File: config.mk
export PLATFORM = sky130hd
export DESIGN_NAME = if_id_skid_reg
export DESIGN_NICKNAME = d
export VERILOG_FILES = /design/src/rtl/if_id_skid_reg.sv
export SDC_FILE = /design/constraint.sdc
export NUM_CORES = 1
export LEC_CHECK = 0
export CORE_MARGIN = 4
export CORE_UTILIZATION = 40
export DETAILED_ROUTE_END_ITERATION = 8
export DONT_BUFFER_PORTS = 1
export GPL_ROUTABILITY_DRIVEN = 1
export PLACE_DENSITY = 0.58
export SYNTH_ARGS = -nofsm -noshare
export SYNTH_HDL_FRONTEND = slang
export SYNTH_HIERARCHICAL = 1
export SYNTH_SLANG_ARGS = --single-unit
File: constraint.sdc
create_clock -name clk -period 3.9 [get_ports clk]
set_input_delay 0.195 -clock clk [delete_from_list [all_inputs] [get_ports clk]]
set_output_delay 0.195 -clock clk [all_outputs]
set_load 0.1 [all_outputs]
File: src/rtl/if_id_skid_reg.sv
// IF/ID pipeline boundary for the P5 MIPS core.
// A two-entry skid buffer (main + skid) sits between fetch and decode.
// Decode always sees the main entry. The skid entry catches the one extra
// instruction that fetch may launch in the cycle decode stalls. This lets
// if_ready come straight from a flop, with no combinational path from id_ready.
// The buffer also handles flush on redirect, drives a NOP when empty, computes
// PC+8 for link instructions and counts decode-stall cycles.

module if_id_skid_reg #(
    parameter logic [31:0] RESET_PC  = 32'h0000_3000,
    parameter logic [31:0] NOP_INSTR = 32'h0000_0000
) (
    input  logic        clk,
    input  logic        reset,
    input  logic        if_valid,
    input  logic [31:0] if_pc,
    input  logic [31:0] if_instr,
    output logic        if_ready,
    input  logic        flush,
    input  logic        id_ready,
    output logic        id_valid,
    output logic [31:0] id_pc,
    output logic [31:0] id_instr,
    output logic [31:0] id_pc8,
    output logic [1:0]  occupancy,
    output logic [31:0] stall_cnt
);

    // Link-address helper: return address of a jump-and-link (delay slot skipped).
    function automatic logic [31:0] pc_plus8(input logic [31:0] pc);
        return pc + 32'd8;
    endfunction

    // Entry storage
    logic        main_v_r;
    logic [31:0] main_pc_r;
    logic [31:0] main_instr_r;
    logic        skid_v_r;
    logic [31:0] skid_pc_r;
    logic [31:0] skid_instr_r;
    logic [31:0] stall_cnt_r;

    // Next-state values
    logic        main_v_s;
    logic [31:0] main_pc_s;
    logic [31:0] main_instr_s;
    logic        skid_v_s;
    logic [31:0] skid_pc_s;
    logic [31:0] skid_instr_s;

    // Handshake terms
    logic        if_ready_s;
    logic        acc_s;
    logic        deq_s;
    logic        stall_s;

    // if_ready is the inverted skid flag, so it is registered.
    assign if_ready_s = ~skid_v_r;
    assign acc_s      = if_valid & if_ready_s & ~flush;
    assign deq_s      = main_v_r & id_ready;
    assign stall_s    = main_v_r & ~id_ready;

    // Next-state selection for the main and skid entries, in priority order
    always_comb begin
        main_v_s     = main_v_r;
        main_pc_s    = main_pc_r;
        main_instr_s = main_instr_r;
        skid_v_s     = skid_v_r;
        skid_pc_s    = skid_pc_r;
        skid_instr_s = skid_instr_r;

        if (flush) begin
            // Drop everything. The stale PC/instr stay, hidden behind main_v=0.
            main_v_s = 1'b0;
            skid_v_s = 1'b0;
        end else if (!main_v_r) begin
            // Empty buffer: the skid is empty too, so a new entry goes to main.
            if (acc_s) begin
                main_v_s     = 1'b1;
                main_pc_s    = if_pc;
                main_instr_s = if_instr;
            end else begin
                main_v_s = 1'b0;
            end
        end else begin
            case ({deq_s, skid_v_r})
                2'b11: begin
                    // Head consumed, and the older skid entry moves up.
                    main_v_s     = 1'b1;
                    main_pc_s    = skid_pc_r;
                    main_instr_s = skid_instr_r;
                    skid_v_s     = 1'b0;
                end
                2'b10: begin
                    // Head consumed and nothing waits in skid: refill directly.
                    if (acc_s) begin
                        main_v_s     = 1'b1;
                        main_pc_s    = if_pc;
                        main_instr_s = if_instr;
                    end else begin
                        main_v_s = 1'b0;
                    end
                end
                2'b00: begin
                    // Decode stalled: park the in-flight fetch in the skid slot.
                    if (acc_s) begin
                        skid_v_s     = 1'b1;
                        skid_pc_s    = if_pc;
                        skid_instr_s = if_instr;
                    end else begin
                        skid_v_s = 1'b0;
                    end
                end
                2'b01: begin
                    // Both slots full and decode stalled: hold.
                    main_v_s = 1'b1;
                    skid_v_s = 1'b1;
                end
                default: begin
                    main_v_s = 1'b0;
                    skid_v_s = 1'b0;
                end
            endcase
        end
    end

    // Entry registers; synchronous reset restores the boot PC and a NOP
    always_ff @(posedge clk) begin
        if (reset) begin
            main_v_r     <= 1'b0;
            main_pc_r    <= RESET_PC;
            main_instr_r <= NOP_INSTR;
            skid_v_r     <= 1'b0;
            skid_pc_r    <= 32'h0000_0000;
            skid_instr_r <= 32'h0000_0000;
        end else begin
            main_v_r     <= main_v_s;
            main_pc_r    <= main_pc_s;
            main_instr_r <= main_instr_s;
            skid_v_r     <= skid_v_s;
            skid_pc_r    <= skid_pc_s;
            skid_instr_r <= skid_instr_s;
        end
    end

    // Decode-stall counter. It counts flush cycles too and wraps naturally.
    always_ff @(posedge clk) begin
        if (reset) begin
            stall_cnt_r <= 32'h0000_0000;
        end else if (stall_s) begin
            stall_cnt_r <= stall_cnt_r + 32'd1;
        end else begin
            stall_cnt_r <= stall_cnt_r;
        end
    end

    // Output drive: flops directly, except the NOP mux and the link adder.
    assign if_ready  = if_ready_s;
    assign id_valid  = main_v_r;
    assign id_pc     = main_pc_r;
    assign id_instr  = main_v_r ? main_instr_r : NOP_INSTR;
    assign id_pc8    = pc_plus8(main_pc_r);
    assign occupancy = {1'b0, main_v_r} + {1'b0, skid_v_r};
    assign stall_cnt = stall_cnt_r;

    if_id_skid_reg_chk u_chk (
        .clk       (clk),
        .reset     (reset),
        .main_v    (main_v_r),
        .skid_v    (skid_v_r),
        .if_ready  (if_ready_s),
        .occupancy (occupancy)
    );

endmodule

// Structural invariants of the skid buffer
module if_id_skid_reg_chk (
    input logic       clk,
    input logic       reset,
    input logic       main_v,
    input logic       skid_v,
    input logic       if_ready,
    input logic [1:0] occupancy
);

    // Skid may only hold an entry younger than a valid main entry
    always @(posedge clk) begin
        if (!reset) begin
            a_skid_implies_main: assert (!skid_v || main_v);
            a_occ_range:         assert (occupancy != 2'd3);
            a_ready_from_skid:   assert (if_ready == !skid_v);
        end
    end

endmodule

; Yosys cells after proc, flatten, opt, wreduce, memory -nomap -nowiden
; Index checks and enable logic that the tools add are counted.
[totals]
reg_bits = 162
in_bits = 69
elab_cells = 38
[classes]
addsub = 3
n_eq_ne = 4
mux = 11
n_bitwise = 7
reduce_logical = 6
[op_table]
columns = operator, count
row1 = 32-bit two-way mux, 5
row2 = 32-bit case mux with 2 select lines, 2
row3 = "32-bit by 1-bit adder with 32-bit output, second input constant", 1
row4 = "32-bit by 4-bit adder with 32-bit output, second input constant", 1
row5 = 1-bit bitwise AND, 4
row6 = "2-bit == test, second input constant", 2
row7 = 2-bit AND reduction, 2
row8 = 4-bit AND reduction, 1
row9 = 1-bit two-way mux, 3
row10 = "3-bit by 1-bit inequality test with 1-bit output, second input constant", 1
row11 = 1-bit inverter, 3
row12 = 1-bit case mux with 3 select lines, 1
row13 = 3-bit nonzero test, 1
row14 = 1-bit by 1-bit adder with 2-bit output, 1
row15 = "2-bit by 1-bit == test with 1-bit output, second input constant", 1
row16 = 2-bit logical NOT, 1
row17 = 2-bit OR reduction, 1

; Logic depth before layout (Yosys ltp)
[logic_depth]
ltp_word = 6
ltp_mapped = 7

; Worst setup path after synthesis
; OpenSTA, ideal clock, no wires.
[synth_timing]
kind = reg2out
start = register main_pc_r[9], in the netlist id_pc[9]
end = output port id_pc8[23]
arrival_ps = 3815
required_time_ps = 3705
path_slack_ps = -110
path_stages_with_launch = 6
n_path_buf = 1
path_cell_list = dfxtp_1 clkbuf_1 nand4_1 nor4_2 nand4_1 xnor2_1
[synth_between]
elab_chain_len = 1
[synth_lines]
columns = element, line
row1 = from (decl), 36  ; logic [31:0] main_pc_r;
row2 = from (signal assigned), 138  ; main_pc_r <= main_pc_s;
row3 = 32-bit by 4-bit adder with 32-bit output, 31  ; return pc + 32'd8;
row4 = to (decl), 24  ; output logic [31:0] id_pc8,
; No other way between the ends.

; Worst setup path in the final report
[layout_timing]
start = register main_pc_r[17], in the netlist id_pc[17]
end = output port id_pc8[31]
; Same word-level chain as after synthesis.

==> results.ini <==
[run_status]
status=completed

[sta]
rsz0062_at_grt=no
slew_headroom_pct=24.6
slew_viol_final=0
period_minus_slack_ps=3020
finalCritPeriodShare_pct=77.4
setup-tns-final_ps=0
fmax_mhz=331
final_hold_viol_count=0
skew_ps=10.7
worstMarginPinSlew_ps=1130
holdWs_ps=9.77
setup_viol=0

[route]
drt-pass1-iter-count=5
vias_per_cell=5.51
dr_total_vias=6696
wl_per_cell_um=17.6
first_iter_violations=317
drc_errors=0
ant_nets=0
drt-total-wl_um=21400

[floorplan]
start_util_pct=41.2
rows=48
die_w_um=142
num_io_pins=201
die_h_um=142
die_area_um2=20200
core_um2=17500

[place]
dp_hpwl_um=13000
io_buffers=0
placedInstanceArea_um2=8010
gp_congestion=0.786

[grt]
grt_max_degree=162
grt_pass1_wl_um=33900
overflow=0
grt_pass1_vias=6317
grt_util_all_layers_pct=20.5
grt_antenna_before_repair=1

[synth]
synth_top_area_share_pct=45.0
yosysWarnings=6
ys_seq_area_share_pct=45.0
synth_area_leaders=dfxtp_1, nand2_1, a211oi_1, a21oi_1, nor2_1
synth_cell_types=48
synthTopCellsByCount=dfxtp_1, nand2_1, a21oi_1, nor2_1, a211oi_1
post_synth.cell_area_avg_um2=8.17
async_flop_share_pct=0
ys.flop_type=dfxtp_1
yosys_register_bits=162
synth_most_common_cell=dfxtp_1
yosys.area.top_type=dfxtp_1
synth_nets=954
synth_edf_count=0
synth_cells=882
mappedNetlistArea_um2=7200

[pwr]
cellLeakagePower_uw=0.00346
peakVddDrop_mv=0.436
power.density_nw_per_um2=453

[cells_and_area]
area_growth_pct=29.8
multiInputGateArea_um2=3810
layout.nets=1050
seq_area_um2=3250
utilization_pct=53.5
postLayoutCellArea_um2=9350
antenna_cells=0
nFillCells=1616
drive_gt1_share_pct=16.2

[worst_setup_path]
cp_data_required_time_ps=3700
worstPathMaxFanout=7
endpoint_kind=output port
cp_data_arrival_time_ps=2820
crit_type=flip-flop to output port
worstSetupStartpointType=flip-flop
rr_worst_depth=4

[clocking]
clk_latency_ps=430
numCtsBuffers=17
cts.sinks=162
h-tree-depth=4
cts_setup_buffers=0
clk_pin_slew_worst_paths_ps=70
ctsLongestPathBuffers=2
cts_tree=yes
ctsRootBufferMaster=clkbuf_16

[min_path]
holdCritPathClass=input pin to flip-flop
min_path_cells=2

[run]
cap_violations=0

==> power breakdown <==
group	internal, uW	switching [uW]	leakage, uW
registers	1700	62.5	0.00132
clock network	1040	728	0.000294
logic	179	520	0.00184
total	2920	1310	0.00346
==> state kept, by name, indices dropped and copies added (netlist names) <==
register      cells
id_pc            32
main_instr_r     32
stall_cnt        32
skid_instr_r     32
skid_v_r          1
id_valid          1
skid_pc_r        32
==> worst paths after layout <==
path	startpoint	end	slack, ps
worst min register to register	skid_instr_r[17]$_SDFFE_PP0P_	skid_instr_r[17]$_SDFFE_PP0P_	460
worst max register to register	stall_cnt[16]$_SDFFE_PP0P_	stall_cnt[31]$_SDFFE_PP0P_	1000
worst min-delay path	if_pc[21]	id_pc[21]$_SDFFE_PP0P_	10
worst max-delay path	id_pc[17]$_SDFFE_PP0P_	id_pc8[31]	880
==> layout make-up <==
class / instances / share of cell area, %
clock buffers: 19 / 4.74
clock inverters: 13 / 1.87
inverters: 9 / 0.361
multi-input cells: 633 / 40.8
flip-flops and latches: 162 / 34.7
well taps: 225 / 3.01
repair buffers: 155 / 14.5
==> routing by layer <==
metal	global-route usage (%)	vias to the layer above	share of wire (%)
met5	0	-	0
met4	7.12	0	1.7
met3	4.67	23	5.9
met2	33.5	180	48
met1	26.9	3169	45
li1	-	3324	-
==> kinds of logic (layout without fill, tap and decap cells) <==
logic type / after synthesis / in the layout / share of synthesized area (%)
fa+ha+maj: 3 / 3 / 0.521
simple gates: 354 / 354 / 23.5
flops: 162 / 162 / 45.0
compound gates: 237 / 237 / 20.9
buf+inv: 87 / 196 / 5.19
xor+xnor: 36 / 36 / 4.38
mux: 3 / 3 / 0.452
==> through the flow <==
stage | power [uW] | instances | setup WS [ps]
floorplan | 2310 | 882 | 85.2
global route | 4380 | 1216 | 769
global placement | 2410 | 1114 | 1090
finish | 4230 | 1216 | 882
detailed placement | 2410 | 1114 | 1050
CTS | 4280 | 1216 | 908
==> worst max-delay path, stage by stage (launching register included) <==
cell	delay (ps)
dfxtp_1	300
buf_4	320
nand4_1	210
nor4_1	780
nand4_1	250
xnor2_2	210
buf_4	330
==> cell usage in the layout, fill, tap and decap left out, types with 4 or more instances in the layout <==
cell	netlist	final
a211oi_1	63	63
o22ai_1	48	48
dlygate4sd3_1	0	69
dfxtp_1	162	158
or4_1	14	14
or3_1	6	6
clkbuf_16	0	17
xor2_2	0	4
a22oi_1	14	14
nand3_1	21	21
nand2_1	143	142
xnor2_2	0	23
o31ai_1	14	14
o21ai_1	5	5
and4_1	4	4
inv_1	9	9
nand4_1	18	18
and2_1	36	36
nor2_1	81	80
buf_4	3	85
dfxtp_2	0	4
xnor2_1	30	7
and3_1	4	4
nor3_1	5	5
nor4_1	5	5
a21oi_1	84	84
==> timing repair <==
action | 4_1_cts | 5_1_grt
hold buffers | 70 | 0
gates resized for setup | 0 | 0
hold endpoints to repair | 161 | 0
(Power assumes the default switching activity.)
